===== config.mk =====
export PLATFORM = sky130hd
export DESIGN_NAME = vga_sprite_renderer
export DESIGN_NICKNAME = d
export VERILOG_FILES = /design/src/rtl/vga_pkg.sv /design/src/rtl/vga_timing_gen.sv /design/src/rtl/vga_sprite_renderer.sv
export SDC_FILE = /design/constraint.sdc
export NUM_CORES = 1
export LEC_CHECK = 0
export ABC_AREA = 1
export CORE_ASPECT_RATIO = 0.9
export CORE_MARGIN = 2
export CORE_UTILIZATION = 55
export CTS_CLUSTER_DIAMETER = 30
export DETAILED_ROUTE_END_ITERATION = 7
export GPL_TIMING_DRIVEN = 1
export PLACE_DENSITY = 0.85
export REMOVE_ABC_BUFFERS = 1
export SLEW_MARGIN = 10
export SYNTH_ARGS = -nofsm -noshare
export SYNTH_HDL_FRONTEND = slang
export SYNTH_SLANG_ARGS = --single-unit

===== constraint.sdc =====
create_clock -name clk -period 8 [get_ports clk]
set_input_delay 1.2 -clock clk [delete_from_list [all_inputs] [get_ports clk]]
set_output_delay 1.2 -clock clk [all_outputs]
set_load 0.02 [all_outputs]

===== src/rtl/vga_pkg.sv =====
// Shared VGA defaults (640x480@60), a counter-width helper and a sprite descriptor.
package vga_pkg;

    localparam int unsigned DEF_H_ACTIVE = 640;
    localparam int unsigned DEF_H_FRONT  = 16;
    localparam int unsigned DEF_H_PULSE  = 96;
    localparam int unsigned DEF_H_BACK   = 48;
    localparam int unsigned DEF_V_ACTIVE = 480;
    localparam int unsigned DEF_V_FRONT  = 10;
    localparam int unsigned DEF_V_PULSE  = 2;
    localparam int unsigned DEF_V_BACK   = 33;

    // Widest geometry/colour any instance supports (X_W, Y_W <= 16, COLOR_BITS <= 8).
    localparam int unsigned SPR_GEOM_W  = 16;
    localparam int unsigned SPR_COLOR_W = 24;

    // Bits needed to count 0..count-1; never less than one.
    function automatic int unsigned width_for(input int unsigned count);
        return (count <= 2) ? 1 : $clog2(count);
    endfunction

    // Full-width sprite descriptor for register-map and software-facing blocks.
    typedef struct packed {
        logic [SPR_GEOM_W-1:0]  x;
        logic [SPR_GEOM_W-1:0]  y;
        logic [SPR_GEOM_W-1:0]  w;
        logic [SPR_GEOM_W-1:0]  h;
        logic [SPR_COLOR_W-1:0] color;
        logic                   en;
    } sprite_t;

endpackage


===== src/rtl/vga_timing_gen.sv =====
// Raster counters plus raw (unregistered) active, sync-window and end-of-frame flags.
module vga_timing_gen
    import vga_pkg::*;
#(
    parameter int unsigned H_ACTIVE = DEF_H_ACTIVE,
    parameter int unsigned H_FRONT  = DEF_H_FRONT,
    parameter int unsigned H_PULSE  = DEF_H_PULSE,
    parameter int unsigned H_BACK   = DEF_H_BACK,
    parameter int unsigned V_ACTIVE = DEF_V_ACTIVE,
    parameter int unsigned V_FRONT  = DEF_V_FRONT,
    parameter int unsigned V_PULSE  = DEF_V_PULSE,
    parameter int unsigned V_BACK   = DEF_V_BACK,
    parameter int unsigned X_W      = 10,
    parameter int unsigned Y_W      = 10
) (
    input  logic           clk_i,
    input  logic           rst_i,
    output logic [X_W-1:0] x_o,
    output logic [Y_W-1:0] y_o,
    output logic           active_o,
    output logic           hsync_o,   // high inside the pulse window; polarity applied downstream
    output logic           vsync_o,
    output logic           eof_o
);

    localparam int unsigned H_TOTAL = H_ACTIVE + H_FRONT + H_PULSE + H_BACK;
    localparam int unsigned V_TOTAL = V_ACTIVE + V_FRONT + V_PULSE + V_BACK;

    localparam logic [X_W-1:0] X_LAST = X_W'(H_TOTAL - 1);
    localparam logic [Y_W-1:0] Y_LAST = Y_W'(V_TOTAL - 1);

    // Window bounds carry one spare bit so a pulse ending exactly at the total does not wrap.
    localparam logic [X_W:0] X_ACT_END = (X_W + 1)'(H_ACTIVE);
    localparam logic [X_W:0] HS_START  = (X_W + 1)'(H_ACTIVE + H_FRONT);
    localparam logic [X_W:0] HS_END    = (X_W + 1)'(H_ACTIVE + H_FRONT + H_PULSE);
    localparam logic [Y_W:0] Y_ACT_END = (Y_W + 1)'(V_ACTIVE);
    localparam logic [Y_W:0] VS_START  = (Y_W + 1)'(V_ACTIVE + V_FRONT);
    localparam logic [Y_W:0] VS_END    = (Y_W + 1)'(V_ACTIVE + V_FRONT + V_PULSE);

    logic [X_W-1:0] x_q, x_d;
    logic [Y_W-1:0] y_q, y_d;
    logic           x_last, y_last;
    logic [X_W:0]   x_ext;
    logic [Y_W:0]   y_ext;

    assign x_last = (x_q == X_LAST);
    assign y_last = (y_q == Y_LAST);

    // Next raster position: x wraps every line, y advances on x wrap and wraps per frame.
    always_comb begin
        x_d = x_q + 1'b1;
        y_d = y_q;
        if (x_last) begin
            x_d = '0;
            y_d = y_last ? '0 : y_q + 1'b1;
        end
    end

    // Raster counter registers.
    always_ff @(posedge clk_i) begin
        if (rst_i) begin
            x_q <= '0;
            y_q <= '0;
        end else begin
            x_q <= x_d;
            y_q <= y_d;
        end
    end

    assign x_ext    = {1'b0, x_q};
    assign y_ext    = {1'b0, y_q};
    assign x_o      = x_q;
    assign y_o      = y_q;
    assign active_o = (x_ext < X_ACT_END) && (y_ext < Y_ACT_END);
    assign hsync_o  = (x_ext >= HS_START) && (x_ext < HS_END);
    assign vsync_o  = (y_ext >= VS_START) && (y_ext < VS_END);
    assign eof_o    = x_last && y_last;

endmodule


===== src/rtl/vga_sprite_renderer.sv =====
// VGA timing plus NUM_SPRITES priority rectangles with frame-synchronous shadow updates.
module vga_sprite_renderer
    import vga_pkg::*;
#(
    parameter int unsigned             H_ACTIVE         = DEF_H_ACTIVE,
    parameter int unsigned             H_FRONT          = DEF_H_FRONT,
    parameter int unsigned             H_PULSE          = DEF_H_PULSE,
    parameter int unsigned             H_BACK           = DEF_H_BACK,
    parameter int unsigned             V_ACTIVE         = DEF_V_ACTIVE,
    parameter int unsigned             V_FRONT          = DEF_V_FRONT,
    parameter int unsigned             V_PULSE          = DEF_V_PULSE,
    parameter int unsigned             V_BACK           = DEF_V_BACK,
    parameter bit                      HSYNC_ACTIVE_LOW = 1'b1,
    parameter bit                      VSYNC_ACTIVE_LOW = 1'b1,
    parameter int unsigned             NUM_SPRITES      = 4,
    parameter int unsigned             COLOR_BITS       = 1,
    parameter logic [3*COLOR_BITS-1:0] BG_COLOR         = '0,
    localparam int unsigned H_TOTAL = H_ACTIVE + H_FRONT + H_PULSE + H_BACK,
    localparam int unsigned V_TOTAL = V_ACTIVE + V_FRONT + V_PULSE + V_BACK,
    localparam int unsigned X_W     = width_for(H_TOTAL),
    localparam int unsigned Y_W     = width_for(V_TOTAL),
    localparam int unsigned C_W     = 3 * COLOR_BITS
) (
    input  logic                       clk,
    input  logic                       rst,
    input  logic [NUM_SPRITES*X_W-1:0] sprite_x,
    input  logic [NUM_SPRITES*Y_W-1:0] sprite_y,
    input  logic [NUM_SPRITES*X_W-1:0] sprite_w,
    input  logic [NUM_SPRITES*Y_W-1:0] sprite_h,
    input  logic [NUM_SPRITES*C_W-1:0] sprite_color,
    input  logic [NUM_SPRITES-1:0]     sprite_en,
    input  logic                       cfg_commit,
    output logic                       cfg_pending,
    output logic                       frame_start,
    output logic                       vga_hsync,
    output logic                       vga_vsync,
    output logic [COLOR_BITS-1:0]      vga_r,
    output logic [COLOR_BITS-1:0]      vga_g,
    output logic [COLOR_BITS-1:0]      vga_b
);

    // Stage 0: raster counters and raw flags.
    logic [X_W-1:0] x;
    logic [Y_W-1:0] y;
    logic           active, hs_raw, vs_raw, eof;

    vga_timing_gen #(
        .H_ACTIVE (H_ACTIVE),
        .H_FRONT  (H_FRONT),
        .H_PULSE  (H_PULSE),
        .H_BACK   (H_BACK),
        .V_ACTIVE (V_ACTIVE),
        .V_FRONT  (V_FRONT),
        .V_PULSE  (V_PULSE),
        .V_BACK   (V_BACK),
        .X_W      (X_W),
        .Y_W      (Y_W)
    ) u_timing (
        .clk_i    (clk),
        .rst_i    (rst),
        .x_o      (x),
        .y_o      (y),
        .active_o (active),
        .hsync_o  (hs_raw),
        .vsync_o  (vs_raw),
        .eof_o    (eof)
    );

    // Shadow sprite state, only ever reloaded on the end-of-frame edge.
    logic [X_W-1:0]         sx_q [NUM_SPRITES];
    logic [Y_W-1:0]         sy_q [NUM_SPRITES];
    logic [X_W-1:0]         sw_q [NUM_SPRITES];
    logic [Y_W-1:0]         sh_q [NUM_SPRITES];
    logic [C_W-1:0]         col_q[NUM_SPRITES];
    logic [NUM_SPRITES-1:0] en_q;
    logic                   pending_q, pending_d;
    logic                   load;

    // A commit landing on the eof cycle itself loads immediately.
    assign load = eof && (pending_q || cfg_commit);

    // Commit request latch: set by cfg_commit, cleared when the shadow load happens.
    always_comb begin
        pending_d = pending_q;
        if (load) begin
            pending_d = 1'b0;
        end else if (cfg_commit) begin
            pending_d = 1'b1;
        end
    end

    // Pending flag register.
    always_ff @(posedge clk) begin
        if (rst) begin
            pending_q <= 1'b0;
        end else begin
            pending_q <= pending_d;
        end
    end

    // Shadow register bank: cleared by reset, copied from the inputs on a committed eof.
    always_ff @(posedge clk) begin
        if (rst) begin
            for (int unsigned i = 0; i < NUM_SPRITES; i++) begin
                sx_q[i]  <= '0;
                sy_q[i]  <= '0;
                sw_q[i]  <= '0;
                sh_q[i]  <= '0;
                col_q[i] <= '0;
            end
            en_q <= '0;
        end else if (load) begin
            for (int unsigned i = 0; i < NUM_SPRITES; i++) begin
                sx_q[i]  <= sprite_x[i*X_W +: X_W];
                sy_q[i]  <= sprite_y[i*Y_W +: Y_W];
                sw_q[i]  <= sprite_w[i*X_W +: X_W];
                sh_q[i]  <= sprite_h[i*Y_W +: Y_W];
                col_q[i] <= sprite_color[i*C_W +: C_W];
            end
            en_q <= sprite_en;
        end
    end

    // Per-sprite hit test; right/bottom edges use one extra bit so large sprites clip, not wrap.
    logic [NUM_SPRITES-1:0] hit_d, hit_q;

    for (genvar g = 0; g < NUM_SPRITES; g++) begin : g_hit
        logic [X_W:0] x_end;
        logic [Y_W:0] y_end;
        assign x_end    = {1'b0, sx_q[g]} + {1'b0, sw_q[g]};
        assign y_end    = {1'b0, sy_q[g]} + {1'b0, sh_q[g]};
        assign hit_d[g] = en_q[g] && (x >= sx_q[g]) && ({1'b0, x} < x_end)
                                  && (y >= sy_q[g]) && ({1'b0, y} < y_end);
    end

    logic valid1_q, active1_q, hs1_q, vs1_q, first1_q;

    // Stage 1: register hit flags with the raster flags that travel alongside them.
    always_ff @(posedge clk) begin
        if (rst) begin
            valid1_q  <= 1'b0;
            hit_q     <= '0;
            active1_q <= 1'b0;
            hs1_q     <= 1'b0;
            vs1_q     <= 1'b0;
            first1_q  <= 1'b0;
        end else begin
            valid1_q  <= 1'b1;
            hit_q     <= hit_d;
            active1_q <= active;
            hs1_q     <= hs_raw;
            vs1_q     <= vs_raw;
            first1_q  <= (x == '0) && (y == '0);
        end
    end

    logic [C_W-1:0] color_q, color_d;
    logic           hsync_q, vsync_q, frame_start_q;

    // Priority mux: walk from the highest index down so the lowest-index hit wins.
    always_comb begin
        color_d = BG_COLOR;
        for (int i = int'(NUM_SPRITES) - 1; i >= 0; i--) begin
            if (hit_q[i]) begin
                color_d = col_q[i];
            end
        end
        if (!(valid1_q && active1_q)) begin
            color_d = '0;
        end
    end

    // Stage 2: output registers; sync polarity applied here.
    always_ff @(posedge clk) begin
        if (rst) begin
            color_q       <= '0;
            hsync_q       <= HSYNC_ACTIVE_LOW;
            vsync_q       <= VSYNC_ACTIVE_LOW;
            frame_start_q <= 1'b0;
        end else begin
            color_q       <= color_d;
            hsync_q       <= hs1_q ^ HSYNC_ACTIVE_LOW;
            vsync_q       <= vs1_q ^ VSYNC_ACTIVE_LOW;
            frame_start_q <= valid1_q && first1_q;
        end
    end

    assign cfg_pending = pending_q;
    assign frame_start = frame_start_q;
    assign vga_hsync   = hsync_q;
    assign vga_vsync   = vsync_q;
    assign vga_r       = color_q[C_W-1 -: COLOR_BITS];
    assign vga_g       = color_q[2*COLOR_BITS-1 -: COLOR_BITS];
    assign vga_b       = color_q[COLOR_BITS-1:0];

endmodule


Yosys cells after proc, flatten, opt, wreduce, memory -nomap -nowiden
Memory sizes are Yosys's and may differ from the RTL's. Index checks and enable logic that the tools add are counted.

Bits in writable memories: 172. Memories kept: 5. Output and inout bits: 7. Bits in registers: 40. Word-level logic and storage cells: 137.

Memories: sh_q (words 4, bits a word 10, rd ports 4, clocked after memory_dff 0, write ports 4, line vga_sprite_renderer.sv:73) `logic [Y_W-1:0] sh_q [NUM_SPRITES];`; sw_q (words 4, bits a word 10, rd ports 4, clocked after memory_dff 0, write ports 4, line vga_sprite_renderer.sv:72) `logic [X_W-1:0] sw_q [NUM_SPRITES];`; sx_q (words 4, bits a word 10, rd ports 4, clocked after memory_dff 0, write ports 4, line vga_sprite_renderer.sv:70) `logic [X_W-1:0] sx_q [NUM_SPRITES];`; sy_q (words 4, bits a word 10, rd ports 4, clocked after memory_dff 0, write ports 4, line vga_sprite_renderer.sv:71) `logic [Y_W-1:0] sy_q [NUM_SPRITES];`; col_q (words 4, bits a word 3, rd ports 4, clocked after memory_dff 0, write ports 4, line vga_sprite_renderer.sv:74) `logic [C_W-1:0] col_q[NUM_SPRITES];`.

Eq/ne operators: 2. Mux-type cells: 31. Bitwise logic cells: 23. Reduce and logical (&&, ||, !) cells: 30. Magnitude comparators: 22. $add $sub $neg: 10.

Operators with widths (number): $mux 10 (17); $add 10x10->11 (8); $lt 10x11->1 (8); $ge 10x10->1 (8); $logic_and 1x1->1 (24); $mux 3 (8); $add 10x1->10 const B (2); $eq 10x10->1 const B (2); $logic_not 10->1 (2); $lt 10x10->1 const B (2); $lt 10x9->1 const B (2); $or 1x1->1 (20); $ge 10x10->1 const B (1); $ge 10x9->1 const B (1); $mux 1 (6); $reduce_or 2->1 (3); $not 1->1 (3); $logic_or 1x1->1 (1).

Logic depth before layout (Yosys ltp)
Gate-level depths: netlist of run 1.

Word-level depth: 7. Mapped depth: 19. Gate-level depth less buffers: 19.

By module
From an unflattened synthesis of run 1, not the netlist that was laid out.

Cell total of the unflattened synthesis: 1940. Area, all modules: 16605.9 um2.

By module, submodules not included: vga_sprite_renderer (area each 15479.8 um2, instances 1, seq. area each 5565.3 um2, cells each 1777); vga_timing_gen (area each 1126.1 um2, instances 1, seq. area each 400.4 um2, cells each 163).

Least setup slack after synthesis of run 1
No wires, ideal clock.

Kind: input -> register. Start: in rst. End: mem col_q[0][0] (netlist name), enable pin. Setup time: 1407 ps. Buffers on the path: 2. Path slack: 2009 ps. Cell stages on the path: 4. Arrival time: 4584 ps. Path through: clkbuf_1 -> inv_2 -> clkbuf_1 -> nand2_1.

RTL lines: start: declaration (line vga_sprite_renderer.sv:25) `input logic rst,`; end: declaration (line vga_sprite_renderer.sv:74).

==> impl_metrics.ini, run 1 <==
[placement]
io_buffer_count = 185
dp_slack_ns = 3.65
hpwl_um = 27900
gp_congestion = 0.922
post_dp_cell_area_um2 = 17800

[route]
drcViolationCount = 0
ant_nets = 0
viasPerCell = 5.26
wl_per_cell_um = 15.0
route.vias.total = 13300
drt_iter0_markers = 867
first_pass_iters = 5
wirelength_um = 38000

[cells_and_area]
num_antenna_cells = 0
seqCellArea_um2 = 5970
drive_above_1_share = 0.0409
fin_nets = 2565
multi_input_area_um2 = 8040
fin_util = 0.692
syn_to_final_growth_pct = 23.5
fill_cells = 2056
design_area_um2 = 19300

[sta]
clock.fmax_ghz = 0.267
clock-skew-final_ns = 0.0275
rsz0062_at_grt = no
hold_ws_ns = 0.456
hold_viol = 0
finalCritPeriodShare = 0.469
maxSlewViolCount = 0
period_needed_ns = 3.75
finalSetupViolations = 0
tightest_slew_ns = 0.894
slew_headroom = 0.404
setup_slack_ns = 4.25
setup_tns_ns = 0

[floorplanning]
core_um2 = 27900
die-area_um2 = 29800
io_pins = 186
rows = 58
start_util = 0.560
dieHeight_um = 164
die_x_um = 182

[run]
drv_cap = 0

[setup_path]
crit_start = rst
critical_path.max_fanout = 72
end_kind = register
start_kind = primary input
crit_type = in -> reg
arrival_ns = 4.02
r2r_start = u_timing.x_o[1]$_SDFF_PP0_
required_ns = 8.27

[global_route]
grt_usage = 0.256
grt_pass1_vias = 13500
grt_max_degree = 73
antenna_found_initial = 0
grt_pass1_wl_um = 61800
grt_overflow = 0

[clock_network]
cts_tree = yes
cts.sinks = 212
clk_pin_slew_ns = 0.05
htree_levels = 2
clk_latency_ns = 0.55
cts_root_buffer = clkbuf_16
hold_buffers = 0
cts_buffer_depth = 3
cts_resized = 0
numCtsBuffers = 44
post-cts-setup-buffers = 0

[synthesis]
synth_seq_cells = 212
yosysSeqAreaShare = 0.381
netlist_instances = 1928
ys_types = 30
synth_edf_count = 172
ys_async_sr_fraction = 0
syn_avg_cell_area_um2 = 8.12
ys.flop_type = edfxtp_1
yosysWarningCount = 0
synthesis.area_um2 = 15600

[outcome]
status = completed

[min_path]
holdCritStartpoint = first1_q$_SDFF_PP0_
hold_class = reg -> reg

[power]
vdd_drop_max_uv = 204
power_density_nw_per_um2 = 191
leakage_nw = 9.67
worst max-delay path, cell delays in order:
cell,delay (ns)
clkdlybuf4s50_1,0.68
inv_2,0.23
nand3_4,0.44
buf_4,0.67
buf_4,0.64
nor2_1,0.13
cell usage in the layout, fill, tap and decap left out, drive strengths merged, types with 8 or more instances in the layout:
cell           instances
clkdlybuf4s50        185
ha                   236
nand3                 67
clkbuf                51
o21a                   8
xnor2                 21
fa                     8
a21oi                121
o211ai                 8
xor2                  48
o21bai                 8
nand4                 34
nor2                 325
a31oi                  8
dfxtp                 40
inv                  402
nand2                343
edfxtp               172
nor3                  22
o21ai                 28
a21o                   8
nor4                  11
clkinv                10
layer usage:
metal	track usage	up-vias	routed length, um	share of wire
met5	0	-	0	0
met4	0.124	0	1540	0.041
met3	0.0457	119	2350	0.062
met2	0.452	455	18300	0.48
met1	0.303	6081	15800	0.42
li1	-	6688	-	-
worst paths after layout:
kind                                            endpoint  slack (ns)  cells past startpoint
worst max register to register  sw_q[1][3]$_SDFFCE_PN0P_        4.39                     10
worst max-delay path            sx_q[2][4]$_SDFFCE_PN0P_        4.25                      6
worst min register to register    frame_start$_SDFF_PP0_        0.46                      2
worst min-delay path              frame_start$_SDFF_PP0_        0.46                      2
cell type report:
type / count / share of cell area
Sequential cell: 212 / 0.309
Multi-Input combinational cell: 1306 / 0.416
Inverter: 389 / 0.0756
Timing Repair Buffer: 189 / 0.0974
Tap cell: 360 / 0.0233
Clock buffer: 51 / 0.0627
Clock inverter: 31 / 0.0163
registers in the layout (all words and copies together), names as in the netlist:
name	flops
vs1_q	1
valid1_q	1
frame_start	1
en_q	4
cfg_pending	1
vga_hsync	1
active1_q	1
hit_q	4
sw_q	40
sy_q	40
sx_q	40
hs1_q	1
u_timing.y_o	10
col_q	12
sh_q	40
first1_q	1
u_timing.x_o	10
color_q	3
vga_vsync	1
report_power, final:
group          switching [mW]  internal (mW)  leakage, nW
Sequential             0.0351           1.24         1.96
Combinational           0.310          0.254         6.98
Clock                   0.649           1.20        0.737
Total                   0.994           2.70         9.67
metrics by stage:
step / total power, mW / instances
finish: 3.69 / 2538
floorplan: 1.65 / 1907
global placement: 1.82 / 2456
CTS: 3.71 / 2538
detailed placement: 1.85 / 2456
global route: 3.85 / 2538
Yosys cell counts (5+ instances only):
cell type,count,share of area
inv_1,388,0.093
nand2_1,342,0.082
nor2_1,325,0.078
ha_1,236,0.19
edfxtp_1,172,0.33
a21oi_1,121,0.039
nand3_1,66,0.021
xor2_1,48,0.027
dfxtp_1,40,0.051
nand4_1,34,0.014
o21ai_0,28,0.0090
xnor2_1,21,0.012
nor3_1,20,0.0064
buf_6,15,0.011
nor4_1,11,0.0044
a21o_1,8,0.0038
a31oi_1,8,0.0032
fa_1,8,0.010
o211ai_1,8,0.0038
o21a_1,8,0.0038
o21bai_1,8,0.0038
clkbuf_1,5,0.0012
cells by family (layout without fill, tap and decap cells):
family | count (synthesis) | after routing | synth area share
and+or+nand+nor | 804 | 804 | 0.209
xor gates and xnor gates | 69 | 69 | 0.0386
DFF | 212 | 212 | 0.381
AOI/OAI and AO/OA | 189 | 189 | 0.0662
adders and majority gates | 244 | 244 | 0.199
buffers and inverters | 410 | 660 | 0.106
(Power assumes the default switching activity.)
==> run 2: changes to the inputs <==
--- a/config.mk
+++ b/config.mk
@@ -8,11 +8,11 @@
 export ABC_AREA = 1
 export CORE_ASPECT_RATIO = 0.9
 export CORE_MARGIN = 2
-export CORE_UTILIZATION = 55
+export CORE_UTILIZATION = 52
 export CTS_CLUSTER_DIAMETER = 30
 export DETAILED_ROUTE_END_ITERATION = 7
 export GPL_TIMING_DRIVEN = 1
-export PLACE_DENSITY = 0.85
+export PLACE_DENSITY = 0.84
 export REMOVE_ABC_BUFFERS = 1
 export SLEW_MARGIN = 10
 export SYNTH_ARGS = -nofsm -noshare
==> constraint.sdc (replaced) <==
create_clock -name clk -period 3.2 [get_ports clk]
set_input_delay 0.48 -clock clk [delete_from_list [all_inputs] [get_ports clk]]
set_output_delay 0.48 -clock clk [all_outputs]
set_load 0.02 [all_outputs]
==> run 2 against run 1 <==
Effect of this change: sequential share of layout area decreased by 0.41 points; die area increased by 5.6%; final cell count increased by 2.3%; worst setup slack got worse by 3.8 ns; non-clock buffer count increased by 17; flip-flop and latch count unchanged; first-iteration DRC count decreased by 3.3%; global-route usage decreased by 1.3 points; critical endpoint is now hit_q[2]$_SDFF_PP0_.
==> impl_metrics.ini, run 2 (synthesis gave the netlist of run 1 again) <==
[outcome]
status = completed

[route]
wirelength_um = 38200
drcViolationCount = 0
routed.top_layer = met4
route.vias.total = 13500
ant_nets = 0
first_pass_iters = 7
wl_met2_um = 18500
wirelength_met1_um = 15700
viasPerCell = 5.21
met3_length_um = 2750
drt_iter0_markers = 838
wl_per_cell_um = 14.7

[sta]
clock-skew-final_ns = 0.0193
period_needed_ns = 2.76
clock.fmax_ghz = 0.362
finalSetupViolations = 0
finalCritPeriodShare = 0.863
hold_viol = 0
maxSlewViolCount = 0
setup_tns_ns = 0
slew_headroom = 0.579
tightest_slew_ns = 0.631
rsz0062_at_grt = no

[cells_and_area]
most-common-layout-cells = 388 x inv_1, 341 x nand2_1, 325 x nor2_1
num_antenna_cells = 0
fill_cells = 2311
drive_above_1_share = 0.0474
layout_commonest_cell = inv_1
fin_nets = 2582
syn_to_final_growth_pct = 25.2
layout.cells.non_filler = 2597

[setup_path]
crit_type = reg -> reg
end_kind = register
r2r_start = sx_q[2][2]$_SDFFCE_PN0P_
start_kind = register
crit_path_top_delay_cell = edfxtp_1
arrival_ns = 3.25
critPathMaxStageDelay_ns = 0.40
required_ns = 3.69
r2r-end = hit_q[2]$_SDFF_PP0_
crit_chain = ha_1, a21oi_1, o21ai_0, a21oi_1, xor2_1, ha_1, nand2_1, inv_1, a21oi_1, nand2_1, nand2_1, nand2_1, nand2_1, nand2_1, nand2_1, nand2_1, nor2_1
worstRegToRegCells = 17
crit_path_frequent_cell = nand2_1
r2r_slack_ns = 0.44
critical_path.max_fanout = 6

[floorplanning]
dieHeight_um = 169
start_util = 0.526
die_x_um = 187
core_um2 = 29700
die-area_um2 = 31500
io_pins = 186
rows = 60

[clock_network]
post-cts-setup-buffers = 0
cts_resized = 0
hold_buffers = 0
cts_root_buffer = clkbuf_16
cts_buffer_depth = 3
cts.sinks = 212
clk_latency_ns = 0.56
cts_tree = yes
numCtsBuffers = 44
clk_pin_slew_ns = 0.05
htree_levels = 2

[power]
pwr-share-seq = 0.341
p_switching_mw = 2.54
clockPowerShare = 0.504
swShare = 0.273
power_mw = 9.30
p_int_mw = 6.76
power_frac_comb = 0.155
leakage_nw = 9.80
power_density_nw_per_um2 = 475
vdd_drop_max_uv = 381

[min_path]
hold-path-cell-count = 1
min_to = vga_vsync$_SDFF_PP1_
hold_class = reg -> reg
holdCritStartpoint = vs1_q$_SDFF_PP0_

[placement]
io_buffer_count = 185
hpwl_um = 27900
dp.cells = 2516
gp_congestion = 0.921

[global_route]
antenna_found_initial = 0
grt_overflow = 0
grt_pass1_wl_um = 62800
grt_pass1_vias = 13600
grt_max_degree = 96
grt_usage = 0.243

[run]
drv_cap = 0
run 2: cell count changes in the layout (fill, tap and decap cells not counted), sizes merged:
cell / previous run / this run
buf: 4 / 21
clkbuf: 51 / 47
clkinv: 10 / 14
inv: 402 / 399
bufinv: 3 / 5
run 2: power groups by stage:
stage                     Sequential (mW)  Clock [mW]  Combinational (mW)
after floorplan                      3.22           0               0.915
after global routing                 3.19        4.88                1.63
after detailed placement             3.22           0                1.41
after global placement               3.22           0                1.33
after CTS                            3.18        4.76                1.43
final                                3.18        4.69                1.44
run 2: area by class of cell:
cell class                      instances  area (um^2)  area share
Sequential cell                       212         5970       0.305
Timing Repair Buffer                  206         2070       0.106
Clock inverter                         34          418      0.0213
Tap cell                              403          504      0.0257
Multi-Input combinational cell       1306         8040       0.411
Inverter                              389         1460      0.0746
Clock buffer                           47         1120      0.0573
run 2: worst max-delay path: cells and delay by family, from the launching register on:
kind,cells,cell delay [ns]
AO/OA/AOI/OAI,4,0.78
flip-flops,1,0.40
XOR/XNOR,1,0.23
buffers and inverters,1,0.05
AND/OR/NAND/NOR,9,0.57
adder cells (fa/ha/maj),2,0.67
run 2: worst max path at each step:
stage,from,end,slack (ns),cells after the start
floorplan,u_timing.x_o[1]$_SDFF_PP0_,col_q[0][0]$_SDFFCE_PN0P_,-2.39,9
global placement,u_timing.y_o[0]$_SDFFE_PP0P_,sw_q[0][5]$_SDFFCE_PN0P_,0.65,9
detailed placement,u_timing.y_o[0]$_SDFFE_PP0P_,sw_q[0][5]$_SDFFCE_PN0P_,0.54,9
CTS,sy_q[2][2]$_SDFFCE_PN0P_,hit_q[2]$_SDFF_PP0_,0.49,17
global route,sy_q[2][2]$_SDFFCE_PN0P_,hit_q[2]$_SDFF_PP0_,0.23,17
finish,sx_q[2][2]$_SDFFCE_PN0P_,hit_q[2]$_SDFF_PP0_,0.44,17
run 2: through the flow:
step	cell area, um^2	utilization	hold WS, ns	worst slack (ns)
6_report	19600	0.659	0.371	0.440
5_1_grt	19600	0.659	0.397	0.232
4_1_cts	19600	0.659	0.372	0.487
3_5_place_dp	18000	0.607	0.362	0.536
3_3_place_gp	18000	0.607	0.362	0.646
2_1_floorplan	15500	-	0.352	-2.39
run 2: per-layer routing:
| layer | up-vias | track usage |
|---|---|---|
| met5 | - | 0 |
| met4 | 0 | 0.108 |
| met3 | 106 | 0.0456 |
| met2 | 523 | 0.427 |
| met1 | 6200 | 0.291 |
| li1 | 6714 | - |
==> run 3: changes to the inputs <==
--- a/config.mk
+++ b/config.mk
@@ -6,7 +6,6 @@
 export NUM_CORES = 1
 export LEC_CHECK = 0
 export ABC_AREA = 1
-export CORE_ASPECT_RATIO = 0.9
 export CORE_MARGIN = 2
 export CORE_UTILIZATION = 52
 export CTS_CLUSTER_DIAMETER = 30
==> run 3 against run 2 <==
Effect of this change: first-iteration DRC count shrank 6.7%; highest routed layer unchanged; final cell count shrank 0.42%; clock power grew 3%; sequential share of layout area is essentially flat.
==> impl_metrics.ini, run 3 (synthesis gave the netlist of run 1 again) <==
[global_route]
grt_pass1_vias = 13500
grt_overflow = 0
grt_max_degree = 113
antenna_found_initial = 0
grt_pass1_wl_um = 60300
grt_usage = 0.237

[setup_path]
r2r_start = sx_q[2][0]$_SDFFCE_PN0P_
end_kind = register
crit_type = reg -> reg
endpoint = hit_q[2]$_SDFF_PP0_
arrival_ns = 3.22
critPathMaxStageDelay_ns = 0.45
path_delay_family = adder cells
r2r_slack_ns = 0.44
crit_cells = 18
crit_path_frequent_cell = nand2_1
required_ns = 3.66
path_buf_inv = 2
r2r-end = hit_q[2]$_SDFF_PP0_
crit_chain = ha_1, fa_1, inv_1, nor2_1, nor2_1, xor2_1, ha_1, nand2_1, inv_1, a21oi_1, nand2_1, nand2_1, nand2_1, nand2_1, nand2_1, nand2_1, nand2_1, nor2_1
crit_path_top_delay_cell = fa_1
start_kind = register
critical_path.max_fanout = 4
crit_start = sx_q[2][0]$_SDFFCE_PN0P_
worstRegToRegCells = 18

[clock_network]
cts_resized = 0
clk_latency_ns = 0.54
cts_tree = yes
clk_pin_slew_ns = 0.05
hold_buffers = 0
htree_levels = 2
cts_root_buffer = clkbuf_16
post-cts-setup-buffers = 0
cts_buffer_depth = 3
cts.sinks = 212
numCtsBuffers = 47

[placement]
gp_congestion = 0.931
io_buffer_count = 185
hpwl_um = 28000
dp_slack_ns = 0.511
dp.cells = 2500

[route]
route.vias.total = 13400
wl_per_cell_um = 14.6
viasPerCell = 5.18
first_pass_iters = 6
ant_nets = 0
drt_iter0_markers = 782
wirelength_um = 37800
drcViolationCount = 0

[cells_and_area]
num_antenna_cells = 0
seqCellArea_um2 = 5970
multi_input_area_um2 = 8040
syn_to_final_growth_pct = 25.3
layout.cells.non_filler = 2586
fill_cells = 2335
fin_nets = 2582
most-common-layout-cells = 388 x inv_1, 341 x nand2_1, 325 x nor2_1
drive_above_1_share = 0.0437
layout_commonest_cell = inv_1

[sta]
tightest_slew_ns = 0.648
finalCritPeriodShare = 0.863
slew_headroom = 0.568
hold_ws_ns = 0.370
setup_slack_ns = 0.440
rsz0062_at_grt = no
setup_tns_ns = 0
maxSlewViolCount = 0
clock-skew-final_ns = 0.0227
hold_viol = 0
finalSetupViolations = 0
clock.fmax_ghz = 0.362
period_needed_ns = 2.76

[outcome]
status = completed

[floorplanning]
io_pins = 186
start_util = 0.528
dieHeight_um = 177
die-area_um2 = 31500
die_x_um = 177
core_um2 = 29600
rows = 63

[min_path]
hold_class = reg -> reg

[run]
drv_cap = 0

[power]
power_density_nw_per_um2 = 482
vdd_drop_max_uv = 409
power_mw = 9.45
leakage_nw = 9.81
run 3: changes by cell type in the layout (fill, tap and decap cells not counted), sizes merged:
cell / delta
clkinv: +5
bufinv: +2
clkinvlp: -2
clkbuf: +10
inv: -10
buf: -3
run 3: where the power goes:
part	leakage (nW)	internal, mW	switching (mW)
clock network	0.774	3.34	1.51
logic	7.08	0.647	0.779
registers	1.96	3.10	0.0716
run 3: worst min path at each step:
stage                                 to  depth (start not counted)             start
floorplan           vga_hsync$_SDFF_PP1_                          1  hs1_q$_SDFF_PP0_
global placement    vga_vsync$_SDFF_PP1_                          1  vs1_q$_SDFF_PP0_
detailed placement  vga_vsync$_SDFF_PP1_                          1  vs1_q$_SDFF_PP0_
CTS                 vga_vsync$_SDFF_PP1_                          1  vs1_q$_SDFF_PP0_
global route        vga_hsync$_SDFF_PP1_                          1  hs1_q$_SDFF_PP0_
finish              vga_vsync$_SDFF_PP1_                          1  vs1_q$_SDFF_PP0_
run 3: layer usage:
layer  up-vias  track usage  part of all wire
met2       485        0.422              0.49
met5         -            0                 0
li1       6707            -                 -
met4         0        0.103             0.037
met1      6108        0.281              0.41
met3       102       0.0386             0.062
run 3: layout make-up:
cell class	instances	area share
Sequential cell	212	0.304
Clock inverter	29	0.0177
Tap cell	390	0.0249
Inverter	389	0.0745
Multi-Input combinational cell	1306	0.410
Timing Repair Buffer	203	0.105
Clock buffer	57	0.0641
run 3: metrics by stage:
step           cell area [um^2]   util
2_1_floorplan             15500      -
3_3_place_gp              18000  0.607
3_5_place_dp              18000  0.607
4_1_cts                   19600  0.662
5_1_grt                   19600  0.662
6_report                  19600  0.662
